<file path="src/rtl/dvp_tx_frame_gen.sv">
// ---------------------------------------------------------------------------
// dvp_tx_frame_gen
//   Generates a DVP (camera-style parallel) transmit frame from a stream of
//   half-pixel bytes. A frame is VSYNC pulse, vertical back porch, then
//   img_height rows of 2*img_width bytes with an inter-row blank between rows.
//   Underflow or a misplaced end-of-frame marker raises a trap and, where data
//   remains upstream, drains it up to the next end-of-frame marker.
//
// Ports
//   clk, rst_n     clock, asynchronous active-low reset
//   s_hpxl_*       byte stream from DMA (dat/last/vld in, rdy out)
//   tx_en          transmit enable, sampled only while idle
//   tx_start       queued start request level; tx_start_qed pops it
//   img_width      pixels per row (>=1), img_height rows per frame (>=1)
//   tx_state       current FSM state
//   dvp_vsync, dvp_href, dvp_data   registered DVP outputs
//   irq            frame-complete pulse, trap underflow/misalignment pulse
// ---------------------------------------------------------------------------
module dvp_tx_frame_gen #(
  parameter int DVP_DATA_W  = 8,
  parameter int IMG_DIM_MAX = 640,
  parameter int IMG_DIM_W   = $clog2(IMG_DIM_MAX),
  parameter int VSYNC_CYC   = 16,
  parameter int VBP_CYC     = 32,
  parameter int HBLANK_CYC  = 8
) (
  input  logic                  clk,
  input  logic                  rst_n,
  input  logic [DVP_DATA_W-1:0] s_hpxl_dat,
  input  logic                  s_hpxl_last,
  input  logic                  s_hpxl_vld,
  output logic                  s_hpxl_rdy,
  input  logic                  tx_en,
  input  logic                  tx_start,
  output logic                  tx_start_qed,
  input  logic [IMG_DIM_W-1:0]  img_width,
  input  logic [IMG_DIM_W-1:0]  img_height,
  output logic [2:0]            tx_state,
  output logic                  dvp_vsync,
  output logic                  dvp_href,
  output logic [DVP_DATA_W-1:0] dvp_data,
  output logic                  irq,
  output logic                  trap
);

  // One shared blank counter serves VSYNC, VBP and HBLANK; size it for the
  // longest of the three.
  localparam int BLANK_MAX_01 = (VSYNC_CYC > VBP_CYC) ? VSYNC_CYC : VBP_CYC;
  localparam int BLANK_MAX    = (BLANK_MAX_01 > HBLANK_CYC) ? BLANK_MAX_01 : HBLANK_CYC;
  localparam int BLANK_W      = (BLANK_MAX > 1) ? $clog2(BLANK_MAX) : 1;

  localparam logic [BLANK_W-1:0] VSYNC_LAST  = BLANK_W'(VSYNC_CYC - 1);
  localparam logic [BLANK_W-1:0] VBP_LAST    = BLANK_W'(VBP_CYC - 1);
  localparam logic [BLANK_W-1:0] HBLANK_LAST = BLANK_W'(HBLANK_CYC - 1);

  typedef enum logic [2:0] {
    ST_IDLE   = 3'd0,
    ST_VSYNC  = 3'd1,
    ST_VBP    = 3'd2,
    ST_ACTIVE = 3'd3,
    ST_HBLANK = 3'd4,
    ST_DRAIN  = 3'd5
  } state_e;

  state_e                 state_q,  state_d;
  logic [BLANK_W-1:0]     blank_q,  blank_d;
  logic                   tgl_q,    tgl_d;
  logic [IMG_DIM_W-1:0]   w_cnt_q,  w_cnt_d;
  logic [IMG_DIM_W-1:0]   h_cnt_q,  h_cnt_d;
  logic                   vsync_q,  vsync_d;
  logic                   href_q,   href_d;
  logic [DVP_DATA_W-1:0]  data_q,   data_d;
  logic                   irq_q,    irq_d;
  logic                   trap_q,   trap_d;

  logic [IMG_DIM_W-1:0]   w_lim;
  logic [IMG_DIM_W-1:0]   h_lim;
  logic                   row_end;
  logic                   frame_end;
  logic                   start_pop;

  assign w_lim     = img_width  - IMG_DIM_W'(1);
  assign h_lim     = img_height - IMG_DIM_W'(1);
  assign row_end   = tgl_q & (w_cnt_q == w_lim);
  assign frame_end = row_end & (h_cnt_q == h_lim);
  assign start_pop = (state_q == ST_IDLE) & tx_en & tx_start;

  always_comb begin
    state_d = state_q;
    blank_d = blank_q;
    tgl_d   = tgl_q;
    w_cnt_d = w_cnt_q;
    h_cnt_d = h_cnt_q;
    vsync_d = 1'b0;
    href_d  = 1'b0;
    data_d  = '0;
    irq_d   = 1'b0;
    trap_d  = 1'b0;

    unique case (state_q)
      ST_IDLE: begin
        if (start_pop) begin
          state_d = ST_VSYNC;
          blank_d = '0;
        end
      end

      ST_VSYNC: begin
        vsync_d = 1'b1;
        if (blank_q == VSYNC_LAST) begin
          state_d = ST_VBP;
          blank_d = '0;
        end else begin
          blank_d = blank_q + 1'b1;
        end
      end

      ST_VBP: begin
        if (blank_q == VBP_LAST) begin
          state_d = ST_ACTIVE;
          blank_d = '0;
          tgl_d   = 1'b0;
          w_cnt_d = '0;
          h_cnt_d = '0;
        end else begin
          blank_d = blank_q + 1'b1;
        end
      end

      ST_ACTIVE: begin
        href_d = 1'b1;
        if (!s_hpxl_vld) begin
          // Underflow: keep href up with a zero byte so the row length seen
          // downstream stays intact for this cycle, then drain.
          trap_d  = 1'b1;
          state_d = ST_DRAIN;
        end else begin
          data_d = s_hpxl_dat;
          if (s_hpxl_last != frame_end) begin
            // An early last means upstream has nothing left to drain.
            trap_d  = 1'b1;
            state_d = s_hpxl_last ? ST_IDLE : ST_DRAIN;
          end else if (frame_end) begin
            irq_d   = 1'b1;
            state_d = ST_IDLE;
          end else if (row_end) begin
            h_cnt_d = h_cnt_q + 1'b1;
            w_cnt_d = '0;
            tgl_d   = 1'b0;
            blank_d = '0;
            state_d = ST_HBLANK;
          end else begin
            tgl_d = ~tgl_q;
            if (tgl_q) begin
              w_cnt_d = w_cnt_q + 1'b1;
            end
          end
        end
      end

      ST_HBLANK: begin
        if (blank_q == HBLANK_LAST) begin
          state_d = ST_ACTIVE;
          blank_d = '0;
        end else begin
          blank_d = blank_q + 1'b1;
        end
      end

      ST_DRAIN: begin
        if (s_hpxl_vld && s_hpxl_last) begin
          state_d = ST_IDLE;
        end
      end

      default: begin
        state_d = ST_IDLE;
      end
    endcase
  end

  always_ff @(posedge clk or negedge rst_n) begin
    if (!rst_n) begin
      state_q <= ST_IDLE;
      blank_q <= '0;
      tgl_q   <= 1'b0;
      w_cnt_q <= '0;
      h_cnt_q <= '0;
      vsync_q <= 1'b0;
      href_q  <= 1'b0;
      data_q  <= '0;
      irq_q   <= 1'b0;
      trap_q  <= 1'b0;
    end else begin
      state_q <= state_d;
      blank_q <= blank_d;
      tgl_q   <= tgl_d;
      w_cnt_q <= w_cnt_d;
      h_cnt_q <= h_cnt_d;
      vsync_q <= vsync_d;
      href_q  <= href_d;
      data_q  <= data_d;
      irq_q   <= irq_d;
      trap_q  <= trap_d;
    end
  end

  assign s_hpxl_rdy   = (state_q == ST_ACTIVE) | (state_q == ST_DRAIN);
  assign tx_start_qed = start_pop;
  assign tx_state     = state_q;
  assign dvp_vsync    = vsync_q;
  assign dvp_href     = href_q;
  assign dvp_data     = data_q;
  assign irq          = irq_q;
  assign trap         = trap_q;

endmodule

</file>
<file path="config.mk">
export PLATFORM = sky130hd
export DESIGN_NAME = dvp_tx_frame_gen
export DESIGN_NICKNAME = d
export VERILOG_FILES = /design/src/rtl/dvp_tx_frame_gen.sv
export SDC_FILE = /design/constraint.sdc
export NUM_CORES = 1
export LEC_CHECK = 0
export ABC_CLOCK_PERIOD_IN_PS = 9500
export BUFFER_PORTS_ARGS = -buffer_cell sky130_fd_sc_hd__buf_2
export CORE_UTILIZATION = 50
export DETAILED_ROUTE_END_ITERATION = 12
export PLACE_DENSITY_LB_ADDON = 0.12
export SYNTH_ARGS = -nofsm -noshare
export SYNTH_HDL_FRONTEND = slang
export SYNTH_SLANG_ARGS = --single-unit
export TNS_END_PERCENT = 5
</file>
<file path="constraint.sdc">
create_clock -name clk -period 9.5 [get_ports clk]
set_clock_uncertainty 0.05 [all_clocks]
set_input_delay 1.9 -clock clk [delete_from_list [all_inputs] [get_ports clk]]
set_output_delay 1.9 -clock clk [all_outputs]
set_load 0.05 [all_outputs]
</file>
# After elaboration in Yosys (flattened, before gate mapping)
# Cells that the tools add are included.
[op_classes] n_bitwise=6 add_sub_neg=5 n_mux=49 multipliers=0 n_lt_le_gt_ge=0 div_mod_pow=0 n_reduce_logical=9 shift=0 eq_ne=22
[op_table] operator="two-way mux 10 bit" count=10
[op_table] operator="two-way mux 5 bit" count=8
[op_table] operator="case mux 10 bit (2 select lines)" count=2
[op_table] operator="two-way mux 3 bit" count=10
[op_table] operator="case mux 5 bit (5 select lines)" count=1
[op_table] operator="AND reduction 6 bit" count=4
[op_table] operator="adder 10 x 1 -> 10 bit, second input constant" count=2
[op_table] operator="== test 10 bit" count=2
[op_table] operator="subtractor 10 x 1 -> 10 bit, second input constant" count=2
[op_table] operator="!= test 2 bit, second input constant" count=9
[op_table] operator="case mux 3 bit (6 select lines)" count=1
[op_table] operator="two-way mux 8 bit" count=2
[op_table] operator="two-way mux 1 bit" count=14
[op_table] operator="== test 3 x 2 -> 1 bit, second input constant" count=2
[op_table] operator="== test 3 bit, second input constant" count=2
[op_table] operator="adder 5 x 1 -> 5 bit, second input constant" count=1
[op_table] operator="== test 5 x 3 -> 1 bit, second input constant" count=1
[op_table] operator="== test 5 x 4 -> 1 bit, second input constant" count=1
[op_table] operator="== test 5 bit, second input constant" count=1
[op_table] operator="!= test 5 bit, second input constant" count=1
[op_table] operator="AND reduction 5 bit" count=1
[op_table] operator="nonzero test 5 bit" count=1
[op_table] operator="AND 1 bit" count=4
[op_table] operator="== test 3 x 1 -> 1 bit, second input constant" count=1
[op_table] operator="other kinds (8)" count=8
[totals] out_inout_bits=17 latch_bits=0 ramBits=0 romBits=0 word_cells=101 n_memories=0 regBits=41

# Longest topological paths before layout
# Gate-level depths: netlist of run 1.
[depth] ltp_word=8 depth_mapped=15

# Least setup slack after synthesis of run 1
# OpenSTA, ideal clock, no wires.
[synth_path] path_kind="input to register" startpoint="input port img_height[0]" endpoint="register h_cnt_q[8]" t_arrival_ps=5178 n_path_buf=1 slack_ps=4153 stages=15 required_ps=9331 cell_sequence="buf_6 inv_1 ha_1 nor4b_1 xnor2_1 or4_1 a32oi_4 nand4bb_4 ha_1 nor2b_1 nand4_1 a2111oi_1 o2111ai_1 xnor2_1 and2_1"
[synth_between] elab_chain_len=6 elab_cells_between_ends=7 classes_between="add/sub (1); eq/ne (4); bitwise (1); reduce/logical (1)"
[synth_lines] element="start, declared" line_no="37" text="input logic [IMG_DIM_W-1:0] img_height,"
[synth_lines] element="subtractor 10 x 1 -> 10 bit (*)" line_no="83" text="assign h_lim = img_height - IMG_DIM_W'(1);"
[synth_lines] element="== test 10 bit (*)" line_no="85" text="assign frame_end = row_end & (h_cnt_q == h_lim);"
[synth_lines] element="AND 1 bit (*)" line_no="85"
[synth_lines] element="!= test 1 bit" line_no="139" text="if (s_hpxl_last != frame_end) begin"
[synth_lines] element="!= test 2 bit (no source line)"
[synth_lines] element="AND reduction 6 bit (no source line) (*)"
[synth_lines] element="end signal, assigned" line_no="199" text="h_cnt_q <= h_cnt_d;"
[synth_lines] element="end, declared" line_no="69" text="logic [IMG_DIM_W-1:0] h_cnt_q, h_cnt_d;"
# Every way passes the cells marked *; elsewhere a longest branch is shown, timed or not.
# A chain may end at the register's enable or synchronous reset.

# Worst setup path in the final report of run 1
# Ends and elaborated chain as after synthesis.

==> results of run 1 <==
metal layers:
metal / vias to the layer above / track usage
li1: 1290 / -
met1: 1231 / 0.326
met4: 0 / 0.0691
met2: 76 / 0.350
met3: 9 / 0.0333
met5: - / 0
kinds of logic (layout without fill, tap and decap cells):
group,Yosys count,count (layout),synth area share
flip-flops,41,41,0.344
AO/OA/AOI/OAI,70,70,0.184
buffers and inverters,29,72,0.0453
AND/OR/NAND/NOR,141,141,0.268
XOR/XNOR,32,32,0.0940
adder cells (fa/ha/maj),11,11,0.0461
multiplexers,5,5,0.0185
path summary, 6_finish.rpt:
check / end / depth (start not counted) / startpoint / slack (ps)
max: h_cnt_q[8]$_DFFE_PN0P_ / 15 / img_height[0] / 3930
min: blank_q[3]$_DFFE_PN0P_ / 1 / blank_q[3]$_DFFE_PN0P_ / 470
max reg2reg: h_cnt_q[8]$_DFFE_PN0P_ / 12 / h_cnt_q[8]$_DFFE_PN0P_ / 5540
min reg2reg: blank_q[3]$_DFFE_PN0P_ / 1 / blank_q[3]$_DFFE_PN0P_ / 470
max in group asynchronous: w_cnt_q[7]$_DFFE_PN0P_ / 1 / rst_n / 7140
min in group asynchronous: dvp_data[0]$_DFF_PN0_ / 1 / rst_n / 1690
sequential cells by signal, indices dropped and copies added (netlist names), 3 cells and up:
signal    count
blank_q       5
dvp_data      8
h_cnt_q      10
tx_state      3
w_cnt_q      10
cell usage after synthesis, types with 3 or more instances:
cell type,n,area [um2]
a211oi_1,3,22.5
a21oi_1,9,45.0
a221o_1,3,30.0
and2_1,12,75.1
and3_1,9,56.3
buf_2,3,15.0
buf_6,3,33.8
clkbuf_1,8,30.0
dfrtp_1,41,1030
ha_1,11,138
inv_1,14,52.6
nand2_1,19,71.3
nand2b_1,6,37.5
nand3_1,15,75.1
nand4_1,12,75.1
nor2_1,24,90.1
nor2b_1,6,37.5
nor3_1,8,40.0
nor3b_1,4,30.0
nor4_1,5,31.3
o21a_1,3,22.5
o21ai_0,8,40.0
o21ai_1,9,45.0
o31ai_1,5,37.5
or2_2,3,18.8
or3_1,7,43.8
xnor2_1,20,175
xor2_1,12,105
layout by cell type, fill, tap and decap left out, drive strengths merged, types with 11 or more instances in the layout:
master	n
buf	50
dfrtp	41
nor2	25
xnor2	20
nand2	19
o21ai	18
nand3	15
inv	14
xor2	12
nand4	12
and2	12
ha	11
cell type report:
cell class	count	area, um2	share of cell area
Multi-Input combinational cell	259	1820	0.542
Sequential cell	41	1030	0.305
Timing Repair Buffer	50	250	0.0745
Tap cell	72	90.1	0.0268
Clock buffer	6	82.6	0.0246
Inverter	14	52.6	0.0156
Clock inverter	2	37.5	0.0112
power breakdown:
part	total, mW	internal, mW	leakage [nW]	switching [mW]
Sequential	0.237	0.200	0.555	0.0371
Combinational	0.271	0.0897	0.906	0.181
Clock	0.148	0.0854	0.0574	0.0622
==> flow_results.org, run 1 <==
** Run status
- Result of the run :: finished clean

** Floorplan
- The initial utilization of the core area, before any placement, comes to 0.529.
- The die is 79.2 um tall.
- The floorplan has 27 rows.
- Core box area :: 5640 um2
- The die covers 6280 um2.
- The die is 79.2 um wide.
- 51 I/O pins were placed.

** Logic synthesis
- Combined area of all synthesized cells :: 2980 um2
- Syn_area_per_cell :: 9.07 um2
- EDFF count, synth :: 0
- Proportion of register bits with asynchronous set or reset after synthesis :: 1.00
- Among all flip-flop cells after synthesis, the most frequent one is dfrtp_1.
- Synthesized net count :: 374
- Counting every instance in the synthesized netlist gives 329.
- After synthesis, the netlist uses 65 different library cells.
- Yosys Warn Count :: 0
- Proportion of synthesized chip area in sequential cells :: 0.344
- In this run, synthesis produced a sequential element count of 41.

** STA
- For this run, the top clock speed supported by timing is 0.179 GHz.
- Final hold analysis gives a worst-case slack of 472 ps.
- Worst slew pin tran :: 922 ps
- Worst setup margin :: 3930 ps
- For the final routed database, the setup TNS stands at 0 ps.
- Final setup vio count :: 0
- RSZ-0062 raised after global routing :: no
- The worst path needs 5570 ps of the cycle, external delays included.
- Dividing the final minimum period by the clock period gives 0.587.
- The total count of hold-check failures in the final report came to 0.
- The final max-slew violation count is 0.
- In this run the tightest slew margin relative to its limit is 0.386.

** GRT
- The total overflow left after global routing is 0.
- Pin count of the biggest net entering global routing :: 42
- Global-route usage over all layers :: 0.227
- The first global-routing pass estimated 11300 um of wire.
- Number of global-route vias before repair :: 2411
- The initial antenna violation count came to 0.

** Placement
- DP Worst Slack :: 3670 ps
- The placed instances occupy a cell area of 3240 um2.
- # placed instances :: 436
- Gp weighted congestion :: 0.879
- Port buffering added 50 buffers.
- The wire-length estimate of the detail-placed layout is 4830 um.

** Final layout
- Area delta synth->final :: 12.7%
- Utilization of the core after routing :: 0.596
- Layout Cell Area excl Fill :: 3360 um2
- Antenna fix cells :: 0
- The layout has 506 filler cells.
- Share of layout cells above drive strength 1 :: 0.202
- Final cell count without fillers :: 444
- The net count of the finished layout is 416.

** CTS
- Counting along the longest clock path gives a buffer depth of 2.
- Clock tree from TritonCTS :: done
- The number of hold buffers added after CTS was 0.
- After clock tree synthesis, the clock-pin slew on the worst setup and hold paths is 80 ps.
- In this run, CTS created clock tree buffers numbering 5.
- Gates resized during post-CTS repair numbered 0.
- Post-CTS setup-driven buffer insertion count :: 0
- Sinks on Clock Net :: 41
- In this run the number of H-tree levels came out at 2.
- Root buf cell :: clkbuf_8
- Latest clock arrival within the worst-skew pair :: 300 ps

** Worst setup path
- WS Path Type :: input pin to flop
- STA classifies the critical path startpoint as an input pin.
- Worst path max stage delay :: 560 ps
- STA puts the critical path data arrival time at 5720 ps.
- At the worst endpoint, the required time is 9640 ps.
- Cell class contributing the biggest share of worst-path delay :: simple AND/OR/NAND/NOR gates
- STA classifies the critical path endpoint as a flop.
- The signal on the critical path passes through buf_2 -> inv_1 -> ha_1 -> nor4b_1 -> xnor2_1 -> or4_1 -> a32oi_4 -> nand4bb_4 -> ha_1 -> nor2b_1 -> nand4_1 -> a2111oi_1 -> o2111ai_1 -> xnor2_1 -> and2_1.
- Count of buffer and inverter cells on the critical path :: 2
- Among all stages on the critical path, the largest delay is contributed by a2111oi_1.
- Of all nets on the critical path, the largest fanout is 7.

** Detailed routing
- For this block, the via count after detailed routing is 2606.
- For this run, design rule violations remaining after detail routing come to 0.
- Count of antenna-violating nets left after detailed routing :: 0
- Top routing layer used :: met4
- Number of iterations in the first detailed-routing pass :: 4
- Iteration-0 DRC Markers :: 121
- The routed design uses 259 um of met3 wire.
- Detailed routing placed a total of 2870 um of wire on met2.
- The detailed router put a total of 3320 um of wire on met1.
- DRT Wirelength :: 6540 um
- In the final routed layout, each cell accounts on average for 14.7 um.
- In the routed layout, each cell is associated on average with a via count of 5.87.

** Power
- Power spread over the standard cell area amounts to 195 nW/um2.
- Summed over all cells, the static leakage comes to 1.52 nW.
- VDD sags by at most 191 uV.
- Overall power :: 656 uW

** Flow run
- Max-cap violations in this run came to 0.

** Hold path
- The tightest min-delay check is of the flop to flop type.
No activity file was read; power rests on OpenSTA's default activity.
==> inputs of run 2 (changes only) <==
Settings changed: ABC_CLOCK_PERIOD_IN_PS 9500 to 5400.
Clock period 9.5 ns to 5.4 ns, I/O delays scaled along.
==> run 2 against run 1 <==
Against the previous run: global-route usage fell by 0.64 points; clock power rose by 74%; combinational power rose by 75%; total power rose by 75%; cell area did not move; critical path depth did not move; first-iteration DRC count rose by 9.1%; sequential power rose by 76%; register-to-register slack got worse by 4100 ps; sequential share of layout area did not move; count of clock-buffer cells in the layout did not move; critical endpoint unchanged; largest power group unchanged; highest routed layer unchanged.
==> flow_results.org, run 2 (same netlist as run 1, synthesis figures left out) <==
** Worst setup path
- Critical path arrival :: 4890 ps (-830 ps)
- Walking the worst path, the cells encountered are buf_2 -> inv_1 -> ha_1 -> nor4b_1 -> xnor2_1 -> or4_1 -> a32oi_4 -> nand4bb_4 -> ha_1 -> nor2b_1 -> nand4_1 -> a2111oi_1 -> o2111ai_1 -> xnor2_1 -> and2_1.
- The delay of the slowest critical-path stage was 560 ps (about the same).
- Slowest cell on the critical path :: a2111oi_1
- Setup crit start :: img_height[0]
- The reg2reg setup slack came to 1430 ps (-4110 ps).
- The maximum fanout count along the critical path came to 7 (unchanged).
- The startpoint identified for the worst register-to-register timing path is h_cnt_q[8]$_DFFE_PN0P_.
- Required time reported for the critical path endpoint :: 5530 ps (-4110 ps)
- The critical path in this run is classified as input pin to flop.
- The cell count of the worst reg-to-reg path came to 12 (unchanged).
- The worst setup path is captured at a flop.
- In this run the critical register-to-register path is captured at h_cnt_q[8]$_DFFE_PN0P_.
- STA classifies the critical path startpoint as an input pin.

** Final layout
- The library cell used most frequently in the layout, excluding fill and tap cells, is buf_2.
- The top cell types in the final layout, fill and taps aside, are buf_2, dfrtp_1, nor2_1.
- The number of filler instances in the final layout came to 517 (+2.2%).
- Nets :: 416 (unchanged)
- The fraction of final layout cells sized beyond drive strength 1 was 0.202 (unchanged).
- Area delta synth->final :: 12.7% (unchanged)
- The total area of sequential cells is 1030 um2 (unchanged).
- The number of antenna diodes is 0 (unchanged).
- The combined area of the multi-input logic cells is 1820 um2 (unchanged).

** Placement
- The setup slack at placement was 402 ps (-3270 ps).
- Number of port buffers :: 50 (unchanged)
- The half-perimeter wire length after detailed placement is 4830 um (about the same).
- Gp weighted congestion :: 0.881 (+0.14%)

** GRT
- The largest net degree at the start of global routing is 42 (unchanged).
- Number of global-route vias before repair :: 2406 (-0.21%)
- The global-route usage over all layers is 0.220 (-0.00643).
- The total global routing overflow was 0 (unchanged).
- The wire length of the first global-routing pass is 11000 um (-2.6%).
- The initial antenna violation count is 0 (unchanged).

** Floorplan
- The number of core rows was 27 (unchanged).
- Number of I/O pins :: 51 (unchanged)
- Core box area :: 5640 um2 (unchanged)
- The floorplan die area is 6280 um2 (unchanged).
- The die width is 79.2 um (unchanged).
- The vertical die dimension is 79.2 um (unchanged).
- The initial core utilization is 0.529 (unchanged).

** STA
- Worst setup margin :: 644 ps (-3280 ps)
- Sum of negative setup slack :: 0 ps (unchanged)
- Highest achievable clock rate :: 0.210 GHz
- Clock period minus worst slack :: 4760 ps
- Worst slew pin tran :: 927 ps (+5.47 ps)
- The final max-slew violation count came to 0 (unchanged).
- The total count of hold-check failures in the final report came to 0 (unchanged).
- Setup repair after global routing left no endpoint under its margin.
- The count of final setup violators came to 0 (unchanged).
- Dividing the final minimum period by the clock period gives 0.881.
- The worst slew slack as a fraction of its limit was 0.382 (-0.00365).

** Detailed routing
- Wire length per cell after detailed routing :: 14.5 um (-1.7%)
- The final wirelength was 6430 um (-1.7%).
- The number of detailed-routing iterations run before antenna repair was 5 (+1).
- Iteration-0 DRC Markers :: 132 (+9.1%)
- The number of nets with antenna violations after routing is 0 (unchanged).
- The via count came to 2601 (-0.19%).
- The number of remaining DRC errors is 0 (unchanged).
- Mean number of vias per cell :: 5.86 (-0.19%)

** CTS
- The total of cells resized after clock tree synthesis is 0 (unchanged).
- The number of clock sinks came to 41 (unchanged).
- Number of buffers added to fix hold violations after cts :: 0 (unchanged)
- The later-pin clock latency in the skew report was 290 ps (about the same).
- Clk pin slew, worst setup/hold paths :: 80 ps (about the same)
- Number of buffers created by CTS :: 5 (unchanged)
- Buffer depth of the longest clock path :: 2 (unchanged)
- Root buf cell :: clkbuf_8
- TritonCTS built the clock tree.
- The setup fix buffers added after clock tree synthesis is 0 (unchanged).
- Max H-tree Level :: 2 (unchanged)

** Power
- Worst VDD drop :: 342 uV (+78%)
- Pwr per Cell Area :: 342 nW/um2 (+75%)
- Leakage power figure :: 1.52 nW (unchanged)
- The total power came to 1.15 mW (+75%).

** Run status
- The flow ran to the end, and the final reports show no timing, DRC or antenna violations.

** Flow run
- Reported max-cap violation count :: 0 (unchanged)

** Hold path
- For hold timing, the worst endpoint is blank_q[3]$_DFFE_PN0P_.
- The startpoint identified for the worst hold timing path is blank_q[3]$_DFFE_PN0P_.
- The number of stages on the worst hold path is 1 (unchanged).
- The path class of the tightest hold or removal check is flop to flop.
==> run 2: area by class of cell <==
type | count | share of cell area
multi-input combinational | 259 | 0.542
sequential | 41 | 0.305
inverter | 14 | 0.0156
clock inverter | 2 | 0.0112
clock buffer | 6 | 0.0246
timing repair buffer | 50 | 0.0745
tap | 72 | 0.0268
==> run 2: worst max-delay path by stage <==
stage,endpoint,depth (start not counted)
6_report,h_cnt_q[8]$_DFFE_PN0P_,15
5_1_grt,h_cnt_q[8]$_DFFE_PN0P_,15
4_1_cts,h_cnt_q[8]$_DFFE_PN0P_,15
3_5_place_dp,h_cnt_q[8]$_DFFE_PN0P_,15
3_3_place_gp,h_cnt_q[8]$_DFFE_PN0P_,15
2_1_floorplan,h_cnt_q[8]$_DFFE_PN0P_,15
==> run 2: stage by stage <==
stage / area [um2] / util / hold slack, ps / cells
floorplan: 2980 / - / 421 / 329
global placement: 3240 / 0.574 / 452 / 436
detailed placement: 3240 / 0.574 / 456 / 436
CTS: 3360 / 0.596 / 468 / 444
global route: 3360 / 0.596 / 510 / 444
finish: 3360 / 0.596 / 465 / 444
==> run 2: where the power goes <==
| part | total (mW) | internal [mW] | leakage, nW | switching, mW |
|---|---|---|---|---|
| Combinational | 0.475 | 0.158 | 0.906 | 0.317 |
| Clock | 0.257 | 0.150 | 0.0574 | 0.107 |
| Sequential | 0.417 | 0.352 | 0.555 | 0.0646 |
==> run 2: routing by layer <==
layer	up-vias	wire (um)	track usage
met4	0	83	0.0636
li1	1287	-	-
met3	9	292	0.0299
met1	1233	3230	0.315
met5	-	0	0
met2	72	2830	0.345
==> run 2: worst max-delay path, delay by kind of cell <==
kind / cells / cell delay [ps]
simple gates: 6 / 1730
compound gates: 3 / 1010
fa+ha+maj: 2 / 600
xor+xnor: 2 / 250
buf+inv: 2 / 200
